===== src/rtl/mips_pkg.sv =====
// Shared pipeline definitions: forwarding-mux select codes, the hazard shadow-slot
// record, and the "slot writes register r" predicate used by the forwarding logic.
package mips_pkg;

  localparam int REG_ADDR_W_DEF = 5;

  localparam logic [1:0] FWD_RF  = 2'b00;
  localparam logic [1:0] FWD_MEM = 2'b01;
  localparam logic [1:0] FWD_WB  = 2'b10;

  localparam logic [REG_ADDR_W_DEF-1:0] REG_ZERO = '0;

  typedef struct packed {
    logic                      valid;
    logic [REG_ADDR_W_DEF-1:0] rd;
    logic                      regwrite;
    logic                      memread;
  } hz_slot_t;

  localparam hz_slot_t HZ_BUBBLE = '0;

  // $0 is hard-wired to zero, so a write to it must never be forwarded.
  function automatic logic slot_writes(input hz_slot_t slot,
                                       input logic [REG_ADDR_W_DEF-1:0] r);
    return slot.valid && slot.regwrite && (slot.rd == r) && (r != REG_ZERO);
  endfunction

endpackage


===== src/rtl/fwd_src_sel.sv =====
// Operand-mux select for one source register: the nearest in-flight producer wins,
// and anything further back is left to the register file's write-before-read.
module fwd_src_sel
  import mips_pkg::*;
(
  input  logic [REG_ADDR_W_DEF-1:0] i_src,
  input  hz_slot_t                  i_ex_slot,
  input  hz_slot_t                  i_mem_slot,
  output logic [1:0]                o_sel
);

  // NOTE: o_sel gets a default first so every path through the block assigns it (no latch).
  always_comb begin
    o_sel = FWD_RF;
    if (slot_writes(i_ex_slot, i_src)) begin
      o_sel = FWD_MEM;
    end else if (slot_writes(i_mem_slot, i_src)) begin
      o_sel = FWD_WB;
    end
  end

endmodule


===== src/rtl/fwd_hazard_ctrl.sv =====
// Forwarding and load-use hazard controller; sits beside the ID/EX register and
// advances its shadow slots in lockstep with it.
module fwd_hazard_ctrl
  import mips_pkg::*;
#(
  parameter int REG_ADDR_W = REG_ADDR_W_DEF
) (
  input  logic                  i_clk,
  input  logic                  i_reset,
  input  logic                  i_id_valid,
  input  logic [REG_ADDR_W-1:0] i_id_rs,
  input  logic [REG_ADDR_W-1:0] i_id_rt,
  input  logic [REG_ADDR_W-1:0] i_id_rd,
  input  logic                  i_id_regwrite,
  input  logic                  i_id_memread,
  input  logic                  i_flush,
  output logic [1:0]            o_fwd_a,
  output logic [1:0]            o_fwd_b,
  output logic                  o_stall,
  output logic                  o_ex_bubble
);

  // The WB slot has no consumer here: a producer that far ahead reaches EX operands
  // through the register file, so only the EX and MEM slots are stored.
  hz_slot_t   r_ex_slot;
  hz_slot_t   r_mem_slot;
  logic [1:0] r_fwd_a;
  logic [1:0] r_fwd_b;
  logic       r_ex_bubble;

  logic       w_load_in_ex;
  logic       w_stall;
  logic       w_advance;
  logic [1:0] w_sel_a;
  logic [1:0] w_sel_b;
  hz_slot_t   w_id_slot;

  assign w_load_in_ex = r_ex_slot.valid && r_ex_slot.memread && r_ex_slot.regwrite &&
                        (r_ex_slot.rd != REG_ZERO);

  // Flush squashes the consumer, so a coincident load-use needs no stall.
  assign w_stall   = i_id_valid && !i_flush && w_load_in_ex &&
                     ((r_ex_slot.rd == i_id_rs) || (r_ex_slot.rd == i_id_rt));
  assign w_advance = i_id_valid && !w_stall && !i_flush;

  assign w_id_slot = '{valid:    1'b1,
                       rd:       i_id_rd,
                       regwrite: i_id_regwrite,
                       memread:  i_id_memread};

  fwd_src_sel u_sel_a (
    .i_src      (i_id_rs),
    .i_ex_slot  (r_ex_slot),
    .i_mem_slot (r_mem_slot),
    .o_sel      (w_sel_a)
  );

  fwd_src_sel u_sel_b (
    .i_src      (i_id_rt),
    .i_ex_slot  (r_ex_slot),
    .i_mem_slot (r_mem_slot),
    .o_sel      (w_sel_b)
  );

  // NOTE: sequential state uses non-blocking assignments so every slot samples its pre-edge value.
  always_ff @(posedge i_clk) begin
    if (i_reset) begin
      r_ex_slot   <= HZ_BUBBLE;
      r_mem_slot  <= HZ_BUBBLE;
      r_fwd_a     <= FWD_RF;
      r_fwd_b     <= FWD_RF;
      r_ex_bubble <= 1'b1;
    end else begin
      r_mem_slot <= r_ex_slot;
      if (w_advance) begin
        r_ex_slot   <= w_id_slot;
        r_fwd_a     <= w_sel_a;
        r_fwd_b     <= w_sel_b;
        r_ex_bubble <= 1'b0;
      end else begin
        r_ex_slot   <= HZ_BUBBLE;
        r_fwd_a     <= FWD_RF;
        r_fwd_b     <= FWD_RF;
        r_ex_bubble <= 1'b1;
      end
    end
  end

  assign o_fwd_a     = r_fwd_a;
  assign o_fwd_b     = r_fwd_b;
  assign o_stall     = w_stall;
  assign o_ex_bubble = r_ex_bubble;

endmodule


===== config.mk =====
export PLATFORM = sky130hd
export DESIGN_NAME = fwd_hazard_ctrl
export DESIGN_NICKNAME = d
export VERILOG_FILES = /design/src/rtl/mips_pkg.sv /design/src/rtl/fwd_src_sel.sv /design/src/rtl/fwd_hazard_ctrl.sv
export SDC_FILE = /design/constraint.sdc
export NUM_CORES = 1
export LEC_CHECK = 0
export CAP_MARGIN = 30
export CORE_ASPECT_RATIO = 1.75
export CORE_UTILIZATION = 40
export CTS_CLUSTER_DIAMETER = 80
export DETAILED_ROUTE_END_ITERATION = 10
export GPL_TIMING_DRIVEN = 1
export HOLD_SLACK_MARGIN = 0.12
export PLACE_DENSITY_LB_ADDON = 0.2
export SETUP_SLACK_MARGIN = 0.02
export SKIP_LAST_GASP = 1
export SYNTH_ARGS = -nofsm -noshare
export SYNTH_HDL_FRONTEND = slang
export SYNTH_SLANG_ARGS = --single-unit

===== constraint.sdc =====
create_clock -name i_clk -period 3.4 [get_ports i_clk]
set_input_delay 0.34 -clock i_clk [delete_from_list [all_inputs] [get_ports i_clk]]
set_output_delay 0.34 -clock i_clk [all_outputs]
set_load 0.05 [all_outputs]

==> summary.txt, run 1 <==
Outcome
  • Outcome: finished clean

Setup path
  • CP Class: input pin to primary output
  • CP Cell Sequence: clkdlybuf4s50_1, xor2_1, nor3_2, a2bb2o_4, and2_1, buf_4
  • Startpoint types: input pin
  • Crit. End Element: primary output
  • CP max stage delay: about 0.47 ns
  • Crit Path Max Fanout: 12
  • Max stage delay cell, worst path: clkdlybuf4s50_1
  • Internal reg-to-reg setup slack: about 2.0 ns
  • CP Data Arrival Time: about 1.9 ns
  • CP required: a little over 3 ns
  • R2R depth: 4

Global route
  • Remaining global-route overflow: 0
  • Total GRT Usage: 19.6%
  • Vias in the first global route: ~720
  • Initial antenna violation count: 0
  • Largest net degree at the start of global routing: 14
  • First-pass GRT wire length: about 3.3 mm

Detailed routing
  • WL met1: ~790 um
  • Drt wl/cell: about 13 um
  • Vias per inst: roughly 5.2
  • Top layer reached by signal wires: met4
  • DR vias: 774
  • Routed WL: 2.00 mm
  • Starting DRT DRC Count: 14
  • Routed wl met3: 82 um
  • # DRC: 0
  • WL met2: between 1 and 1.5 mm
  • Routed Antenna Nets: 0
  • Drt first pass iters: 4

CTS
  • Post-CTS Hold Buffers: 0
  • Cts repair resizes: 0
  • CTS sink count: 20
  • Clock slew at reported path FFs: 0.07 ns
  • CTS tree: built
  • Num CTS Buffers: 3
  • Post-CTS setup buffer count: 0
  • H-tree depth: 1
  • Skew-Pair Late Insertion Delay: approximately 0.26 ns
  • Clk root buf: clkbuf_8
  • CTS Buffer Depth: 2

Flow run
  • Max-cap violations: 0

Power
  • Power share of the clock group: 36.8%
  • Sequential share of power: approximately half
  • Leakage: ~0.46 nW
  • Pwr per Cell Area: between 300 and 400 mW/mm2
  • Switching Power: between 0.1 and 0.15 mW
  • Sw frac: a little under a quarter
  • P_int: ~0.38 mW
  • Max VDD drop: 0.299 mV
  • Combinational share of power: between 10% and 20%

Yosys
  • Synth warn: 0
  • Yosys reg bits: 20
  • Synth area leaders: dfxtp_1 42%, xnor2_1 10%, xor2_1 8.3%
  • Synthesized area: approximately 950 um2
  • Syn Area/Cell: 9.91 um2
  • Top-area cell type share of the netlist area: about 42%
  • Ys flop type: dfxtp_1
  • Synth cell types: 26
  • Top-count cell post-synth: dfxtp_1
  • Register area share after synthesis: roughly 42%
  • Syn Nets: about 120
  • EDFF count, synth: 0
  • Synth area leader: dfxtp_1
  • Synth async-reset ratio: 0%
  • Top cells by count, synth: 20 x dfxtp_1, 12 x nand2_1, 11 x xnor2_1
  • Mapped Cells: between 90 and 100

Place
  • PortBufs: 26
  • Pre-CTS WS: 1.14 ns
  • DP HPWL: roughly 1.6 mm
  • GPL Wtd Cong: ~0.75
  • Placed cell areas: 0.00123 mm2

Floorplanning
  • Die W: just under 40 um
  • Top-Level Pins: 27
  • Die Height: ~67 um
  • Die footprint: between 0.002 and 0.003 mm2
  • Core Area: between 0.002 and 0.0025 mm2
  • Initial core utilization: between 40% and 50%
  • # rows: 23

Layout
  • Synth-to-Final Area Change: 35.4%
  • Layout cell share with drive strength beyond 1: a little under a tenth
  • Utilization after layout: about 57%
  • Antenna diodes: 0
  • Nets: 147
  • Design Area, Final: around 0.0013 mm2

Timing
  • Final Slew Violations: 0
  • Final Hold Vio Count: 0
  • Setup ws final: about 1.2 ns
  • Setup TNS: 0 ns
  • Setup Viol. Count Final: 0
  • Final period util: 66.1%
  • Hold WS: 0.469 ns
  • Fmax: 445 MHz
  • Rel. slew slack: approximately 67%
  • RSZ-0062 raised after global routing: no
  • Clk_skew: approximately 0.0037 ns
  • Min Tclk post-route: between 2 and 2.5 ns
  • Least-Margin Pin Slew: slightly below 0.5 ns

Worst hold path
  • Hold Path Depth: 2
  • Worst hold path type: flip-flop to flip-flop
[per-stage QoR]
stage	std cells	total power, mW
after floorplan	96	0.281
after global placement	146	0.317
after detailed placement	146	0.317
after CTS	150	0.500
after global routing	150	0.517
final	150	0.494
[flip-flops by register name, summed over array words and instances (netlist names)]
| register | count |
|---|---|
| o_fwd_b | 2 |
| o_ex_bubble | 1 |
| r_mem_slot | 7 |
| o_fwd_a | 2 |
| r_ex_slot | 8 |
[power by group through the flow]
stage / Combinational [mW] / Clock (mW) / Sequential [mW]
floorplan: 0.0315 / 0 / 0.249
global placement: 0.0680 / 0 / 0.249
detailed placement: 0.0688 / 0 / 0.249
CTS: 0.0691 / 0.188 / 0.243
global route: 0.0746 / 0.198 / 0.244
finish: 0.0686 / 0.182 / 0.243
[cell type report]
cell class	count	area [um2]
sequential	20	400
clock buffer	4	55.1
multi-input combinational	74	536
fill	217	986
timing repair buffer	27	265
tap	25	31.3
[metal layers]
metal / GRT usage, % / vias to the layer above
met5: 0 / -
met4: 14.2 / 0
met3: 3.33 / 5
met2: 31.9 / 23
met1: 21.5 / 352
li1: - / 394
[cell usage in the layout (no fill, tap or decap), types with 2 or more instances in the layout]
cell type        count
clkdlybuf4s50_1     25
dfxtp_1             20
nand2_1             12
xnor2_1             11
xor2_1               9
a21oi_1              8
nor2b_1              7
nand4_1              4
clkbuf_8             4
nor2_1               3
nor4_1               3
nor3_1               2
buf_4                2
[worst paths after layout]
check / start / to
worst min-delay path: r_mem_slot[1] / o_fwd_a[1]
worst max-delay path: i_id_rt[1] / o_stall
worst max register to register: r_ex_slot[6] / o_fwd_b[1]
worst min register to register: r_mem_slot[1] / o_fwd_a[1]
[logic make-up after synthesis]
family          count (synthesis)  synth area share, %
buf+inv                         2                 1.58
xor+xnor                       20                 18.4
simple gates                   38                 23.4
compound gates                 16                 14.5
flops                          20                 42.1
[worst max-delay path, delay by kind of cell]
family | cells | cell delay, ns
xor+xnor | 1 | 0.18
compound gates | 1 | 0.27
buf+inv | 2 | 0.66
simple gates | 2 | 0.45
Power figures use the tool's default switching activity.
==> run 2: changes to the inputs <==
clock period = 1.83 ns   (was 3.4 ns; I/O delays follow)
==> summary.txt, run 2 (synthesis gave the netlist of run 1 again) <==
Floorplanning
  • Die Height: 66.5 um (unchanged)
  • Die W: 38.9 um (unchanged)
  • Core Area: 0.00227 mm2 (unchanged)
  • Top-Level Pins: 27 (unchanged)
  • Initial core utilization: 41.8% (unchanged)
  • Die footprint: 0.00258 mm2 (unchanged)
  • # rows: 23 (unchanged)

Setup path
  • R2r startpoint: r_ex_slot[6]
  • CP required: 1.65 ns (-1.41 ns)
  • Crit Path Max Fanout: 4 (-8)
  • Crit. End Element: primary output
  • CP max stage delay: 0.37 ns (-0.10 ns)
  • CP top delay family: simple AND/OR/NAND/NOR gates
  • CP Cell Sequence: xor2_1, nor3_2, a2bb2o_4, and2_1, buf_12
  • Max stage delay cell, worst path: dfxtp_1
  • Crit. Startpoint: r_ex_slot[2]
  • Startpoint types: flip-flop
  • CP Class: flip-flop to primary output
  • CP Data Arrival Time: 1.56 ns (-0.35 ns)
  • CP Buf/Inv Count: 1 (-1)

Timing
  • Final Slew Violations: 0 (unchanged)
  • Setup Viol. Count Final: 0 (unchanged)
  • Clk_skew: 0.00136 ns (-0.00233 ns)
  • Final period util: 95.1%
  • Rel. slew slack: 66.8% (-0.28 points)
  • Fmax: 575 MHz
  • Least-Margin Pin Slew: 0.496 ns (+0.00426 ns)
  • Final Hold Vio Count: 0 (unchanged)
  • Min Tclk post-route: between 1.5 and 2 ns
  • RSZ-0062 raised after global routing: no
  • Hold WS: 0.439 ns (-0.0297 ns)
  • Setup TNS: 0 ns (unchanged)

Place
  • GPL Wtd Cong: 0.787 (+4.3%)
  • PortBufs: 26 (unchanged)
  • DP HPWL: 1.76 mm (+13%)

Power
  • Pwr per Cell Area: 673 mW/mm2 (+76%)
  • Leakage: 0.519 nW (+14%)
  • Sequential share of power: 48.3% (-1.0 points)
  • Power share of the clock group: 35.9% (-0.9 points)
  • Switching Power: 0.213 mW (+89%)
  • P_int: 0.723 mW (+90%)
  • Combinational share of power: 15.8% (+1.9 points)
  • Power consumption: 0.936 mW (+90%)
  • Sw frac: 22.7% (-0.058 points)
  • Max VDD drop: 0.467 mV (+56%)

Global route
  • Remaining global-route overflow: 0 (unchanged)
  • Largest net degree at the start of global routing: 14 (unchanged)
  • Initial antenna violation count: 0 (unchanged)
  • GR Util met2: 38.3% (+6.5 points)
  • Met3 usage: 3.00% (-0.33 points)
  • GRT busiest layer: met2
  • Met1 usage: 20.9% (-0.64 points)
  • Vias in the first global route: 816 (+13%)
  • First-pass GRT wire length: 3.66 mm (+9.5%)
  • Total GRT Usage: 20.6% (+0.98 points)

Outcome
  • Outcome: finished clean

Layout
  • Nets: 159 (+8.2%)
  • Synth-to-Final Area Change: 46.3%
  • Max reg flops: 8 (unchanged)
  • Top reg by flops: r_ex_slot
  • Commonest non-fill, non-tap cell in the layout: clkdlybuf4s50_1
  • Antenna diodes: 0 (unchanged)
  • Leading registers by flop count: r_ex_slot x8, r_mem_slot x7
  • Most frequent cells in the layout: 25 x clkdlybuf4s50_1, 19 x dfxtp_1, 13 x buf_4
  • Layout cell share with drive strength beyond 1: 18.2% (+8.6 points)

CTS
  • CTS sink count: 20 (unchanged)
  • Skew-Pair Late Insertion Delay: 0.26 ns (about the same)
  • Clk root buf: clkbuf_8
  • Clock slew at reported path FFs: 0.07 ns (about the same)
  • Num CTS Buffers: 3 (unchanged)
  • CTS Buffer Depth: 2 (unchanged)
  • H-tree depth: 1 (unchanged)
  • CTS tree: built

Detailed routing
  • # DRC: 0 (unchanged)
  • Routed WL: 2.23 mm (+11%)
  • Drt first pass iters: 4 (unchanged)
  • Drt wl/cell: 13.7 um (+3.1%)
  • Routed Antenna Nets: 0 (unchanged)
  • DR vias: 835 (+7.9%)
  • Starting DRT DRC Count: 19 (+5)
  • Vias per inst: 5.15 (-0.11%)

Flow run
  • Max-cap violations: 0 (unchanged)

Worst hold path
  • Worst hold path type: input pin to flip-flop
  • HP Start: i_id_rd[1]
## run 2: path summary, 6_finish.rpt
| kind | cells past startpoint | endpoint | slack [ns] |
|---|---|---|---|
| max | 5 | o_stall | 0.09 |
| min | 3 | r_ex_slot[3] | 0.44 |
| max reg2reg | 6 | o_ex_bubble | 0.31 |
| min reg2reg | 2 | o_fwd_a[1] | 0.49 |
## run 2: power by group through the flow
stage | Sequential [mW] | Clock [mW] | Combinational (mW)
3_3_place_gp | 0.462 | 0 | 0.140
4_1_cts | 0.452 | 0.336 | 0.147
2_1_floorplan | 0.463 | 0 | 0.0585
6_report | 0.452 | 0.336 | 0.148
3_5_place_dp | 0.462 | 0 | 0.143
5_1_grt | 0.453 | 0.359 | 0.160
## run 2: layer usage
layer  vias up  wire length (um)  share of wire, %
li1        417                 -                 -
met1       392               864                39
met2        22              1250                56
met3         4                84               3.8
met4         0                27               1.2
met5         -                 0                 0
## run 2: through the flow
stage                     cells  util [%]  setup slack, ns  cell area (um2)
after global routing        162      61.2           0.0224             1390
after global placement      155      57.7           0.0167             1310
after floorplan              96         -            0.165              951
after detailed placement    155      57.7          0.00952             1310
final                       162      61.2           0.0894             1390
after CTS                   161      60.8           0.0564             1380
## run 2: cell type report
cell class | instances | area (um2)
clock buffer | 4 | 55.1
fill | 206 | 882
multi-input combinational | 74 | 536
sequential | 20 | 402
tap | 25 | 31.3
timing repair buffer | 39 | 368
## run 2: worst reg2reg max path: cells and delay by family (launching register included)
kind | cells | cell delay [ns]
compound gates | 2 | 0.38
xor+xnor | 1 | 0.21
buf+inv | 2 | 0.31
flops | 1 | 0.44
simple gates | 1 | 0.08
## run 2: what timing repair did
action,in CTS,in global routing
gates cloned,0,0
hold buffers,0,0
pin swaps,2,1
setup endpoints to repair,1,1
buffers inserted,2,1
hold endpoints to repair,0,0
resized for setup,0,1
==> run 3: changes to the inputs <==
MAX_ROUTING_LAYER = met4   (was unset)
==> summary.txt, run 3 (synthesis gave the netlist of run 1 again) <==
Setup path
  • CP Class: flip-flop to primary output
  • Crit. End Element: primary output
  • CP required: 1.65 ns (about the same)
  • R2R depth: 6 (unchanged)
  • CP Data Arrival Time: 1.56 ns (about the same)
  • Capturing point of the worst reg2reg path: o_ex_bubble
  • Crit Path Max Fanout: 4 (unchanged)
  • Startpoint types: flip-flop
  • R2r startpoint: r_ex_slot[6]
  • Internal reg-to-reg setup slack: 0.31 ns (about the same)

Layout
  • Layout cell share with drive strength beyond 1: 18.2% (unchanged)
  • Max reg flops: 8 (unchanged)
  • Leading registers by flop count: r_ex_slot x8, r_mem_slot x7
  • Nets: 159 (unchanged)
  • Antenna diodes: 0 (unchanged)
  • Commonest non-fill, non-tap cell in the layout: clkdlybuf4s50_1
  • Synth-to-Final Area Change: 46.3% (unchanged)
  • Top reg by flops: r_ex_slot
  • Most frequent cells in the layout: 25 x clkdlybuf4s50_1, 19 x dfxtp_1, 13 x buf_4
  • Fill count: 206 (unchanged)

Timing
  • Setup Viol. Count Final: 0 (unchanged)
  • Clk_skew: 0.00141 ns (+0.0000564 ns)
  • RSZ-0062 raised after global routing: no
  • Final Hold Vio Count: 0 (unchanged)
  • Hold WS: 0.439 ns (+0.00000400 ns)
  • Final period util: 95.1% (about the same)
  • Rel. slew slack: 66.8% (unchanged)
  • Min Tclk post-route: 1.74 ns (-0.00103 ns)
  • Fmax: 575 MHz (about the same)
  • Setup TNS: 0 ns (unchanged)
  • Least-Margin Pin Slew: 0.496 ns (unchanged)
  • Final Slew Violations: 0 (unchanged)

Worst hold path
  • HP Start: i_id_rd[1]
  • Worst hold path type: input pin to flip-flop
  • Worst Hold Path EP: r_ex_slot[3]
  • Hold Path Depth: 3 (unchanged)

Detailed routing
  • Drt first pass iters: 4 (unchanged)
  • Routed WL: 2.22 mm (-0.31%)
  • Vias per inst: 5.13 (-0.48%)
  • Starting DRT DRC Count: 19 (unchanged)
  • Routed Antenna Nets: 0 (unchanged)
  • DR vias: 831 (-0.48%)
  • Drt wl/cell: 13.7 um (-0.31%)
  • # DRC: 0 (unchanged)

Floorplanning
  • Die W: 38.9 um (unchanged)
  • Die footprint: 0.00258 mm2 (unchanged)
  • Die Height: 66.5 um (unchanged)
  • Top-Level Pins: 27 (unchanged)
  • Initial core utilization: 41.8% (unchanged)
  • Core Area: 0.00227 mm2 (unchanged)
  • # rows: 23 (unchanged)

Power
  • Power consumption: 0.936 mW (about the same)
  • Pwr per Cell Area: 673 mW/mm2 (about the same)
  • Leakage: 0.519 nW (unchanged)
  • Max VDD drop: 0.467 mV (about the same)

Global route
  • Vias in the first global route: 817 (+0.12%)
  • GR Util met2: 38.3% (unchanged)
  • Remaining global-route overflow: 0 (unchanged)
  • Met1 usage: 21.1% (+0.21 points)
  • Total GRT Usage: 21.1% (+0.56 points)
  • Met3 usage: 3.00% (unchanged)
  • Initial antenna violation count: 0 (unchanged)
  • Largest net degree at the start of global routing: 14 (unchanged)
  • GRT busiest layer: met2
  • First-pass GRT wire length: 3.67 mm (+0.19%)

Flow run
  • Max-cap violations: 0 (unchanged)

CTS
  • CTS tree: built
  • Skew-Pair Late Insertion Delay: 0.26 ns (about the same)
  • CTS Buffer Depth: 2 (unchanged)
  • H-tree depth: 1 (unchanged)
  • Clk root buf: clkbuf_8
  • CTS sink count: 20 (unchanged)
  • Clock slew at reported path FFs: 0.07 ns (about the same)
  • Num CTS Buffers: 3 (unchanged)

Place
  • DP HPWL: 1.76 mm (unchanged)
  • GPL Wtd Cong: 0.798 (+1.4%)
  • PortBufs: 26 (unchanged)

Outcome
  • Outcome: finished clean
-- run 3: cell counts in the layout (fill, tap and decap cells not counted) --
Identical to the previous run, type by type.
-- run 3: worst max-delay path: stages, from the launching register on --
cell,delay [ns]
dfxtp_1,0.37
xor2_1,0.19
nor3_2,0.25
a2bb2o_4,0.17
and2_1,0.17
buf_12,0.15
-- run 3: per-layer routing --
metal | up-vias | part of all wire, %
met4 | 0 | 1.2
li1 | 416 | -
met5 | - | 0
met1 | 389 | 39
met2 | 22 | 56
met3 | 4 | 3.8
-- run 3: cell type report --
class                           instances  area, um2  share of cell area, %
Timing Repair Buffer                   39        368                   26.4
Clock buffer                            4       55.1                   3.96
Multi-Input combinational cell         74        536                   38.5
Tap cell                               25       31.3                   2.25
Sequential cell                        20        402                   28.9
-- run 3: metrics by stage --
step / util [%] / area, um2 / worst slack (ns) / instances
final: 61.2 / 1390 / 0.0904 / 162
after CTS: 60.8 / 1380 / 0.0564 / 161
after floorplan: - / 951 / 0.165 / 96
after global placement: 57.7 / 1310 / 0.0167 / 155
after global routing: 61.2 / 1390 / 0.0224 / 162
after detailed placement: 57.7 / 1310 / 0.00952 / 155
-- run 3: how the worst max path moves through the flow --
stage	start	endpoint	slack (ns)	depth (start not counted)
after floorplan	r_ex_slot[3]	o_stall	0.16	5
after global placement	i_id_rt[1]	o_stall	0.02	6
after detailed placement	i_id_rt[1]	o_stall	0.01	6
after CTS	r_ex_slot[6]	o_stall	0.06	5
after global routing	r_ex_slot[2]	o_stall	0.02	5
final	r_ex_slot[2]	o_stall	0.09	5
-- run 3: what timing repair did --
action                                  CTS  global route
setup buffers                             2             1
resized for setup                         0             1
hold buffers                              0             0
endpoints found under the setup margin    1             1
pin swaps                                 2             1
-- run 3: power breakdown --
| group | internal, mW | switching [mW] | leakage [nW] |
|---|---|---|---|
| logic | 0.0879 | 0.0603 | 0.327 |
| registers | 0.444 | 0.00839 | 0.163 |
| clock network | 0.191 | 0.144 | 0.0288 |
| total | 0.723 | 0.212 | 0.519 |
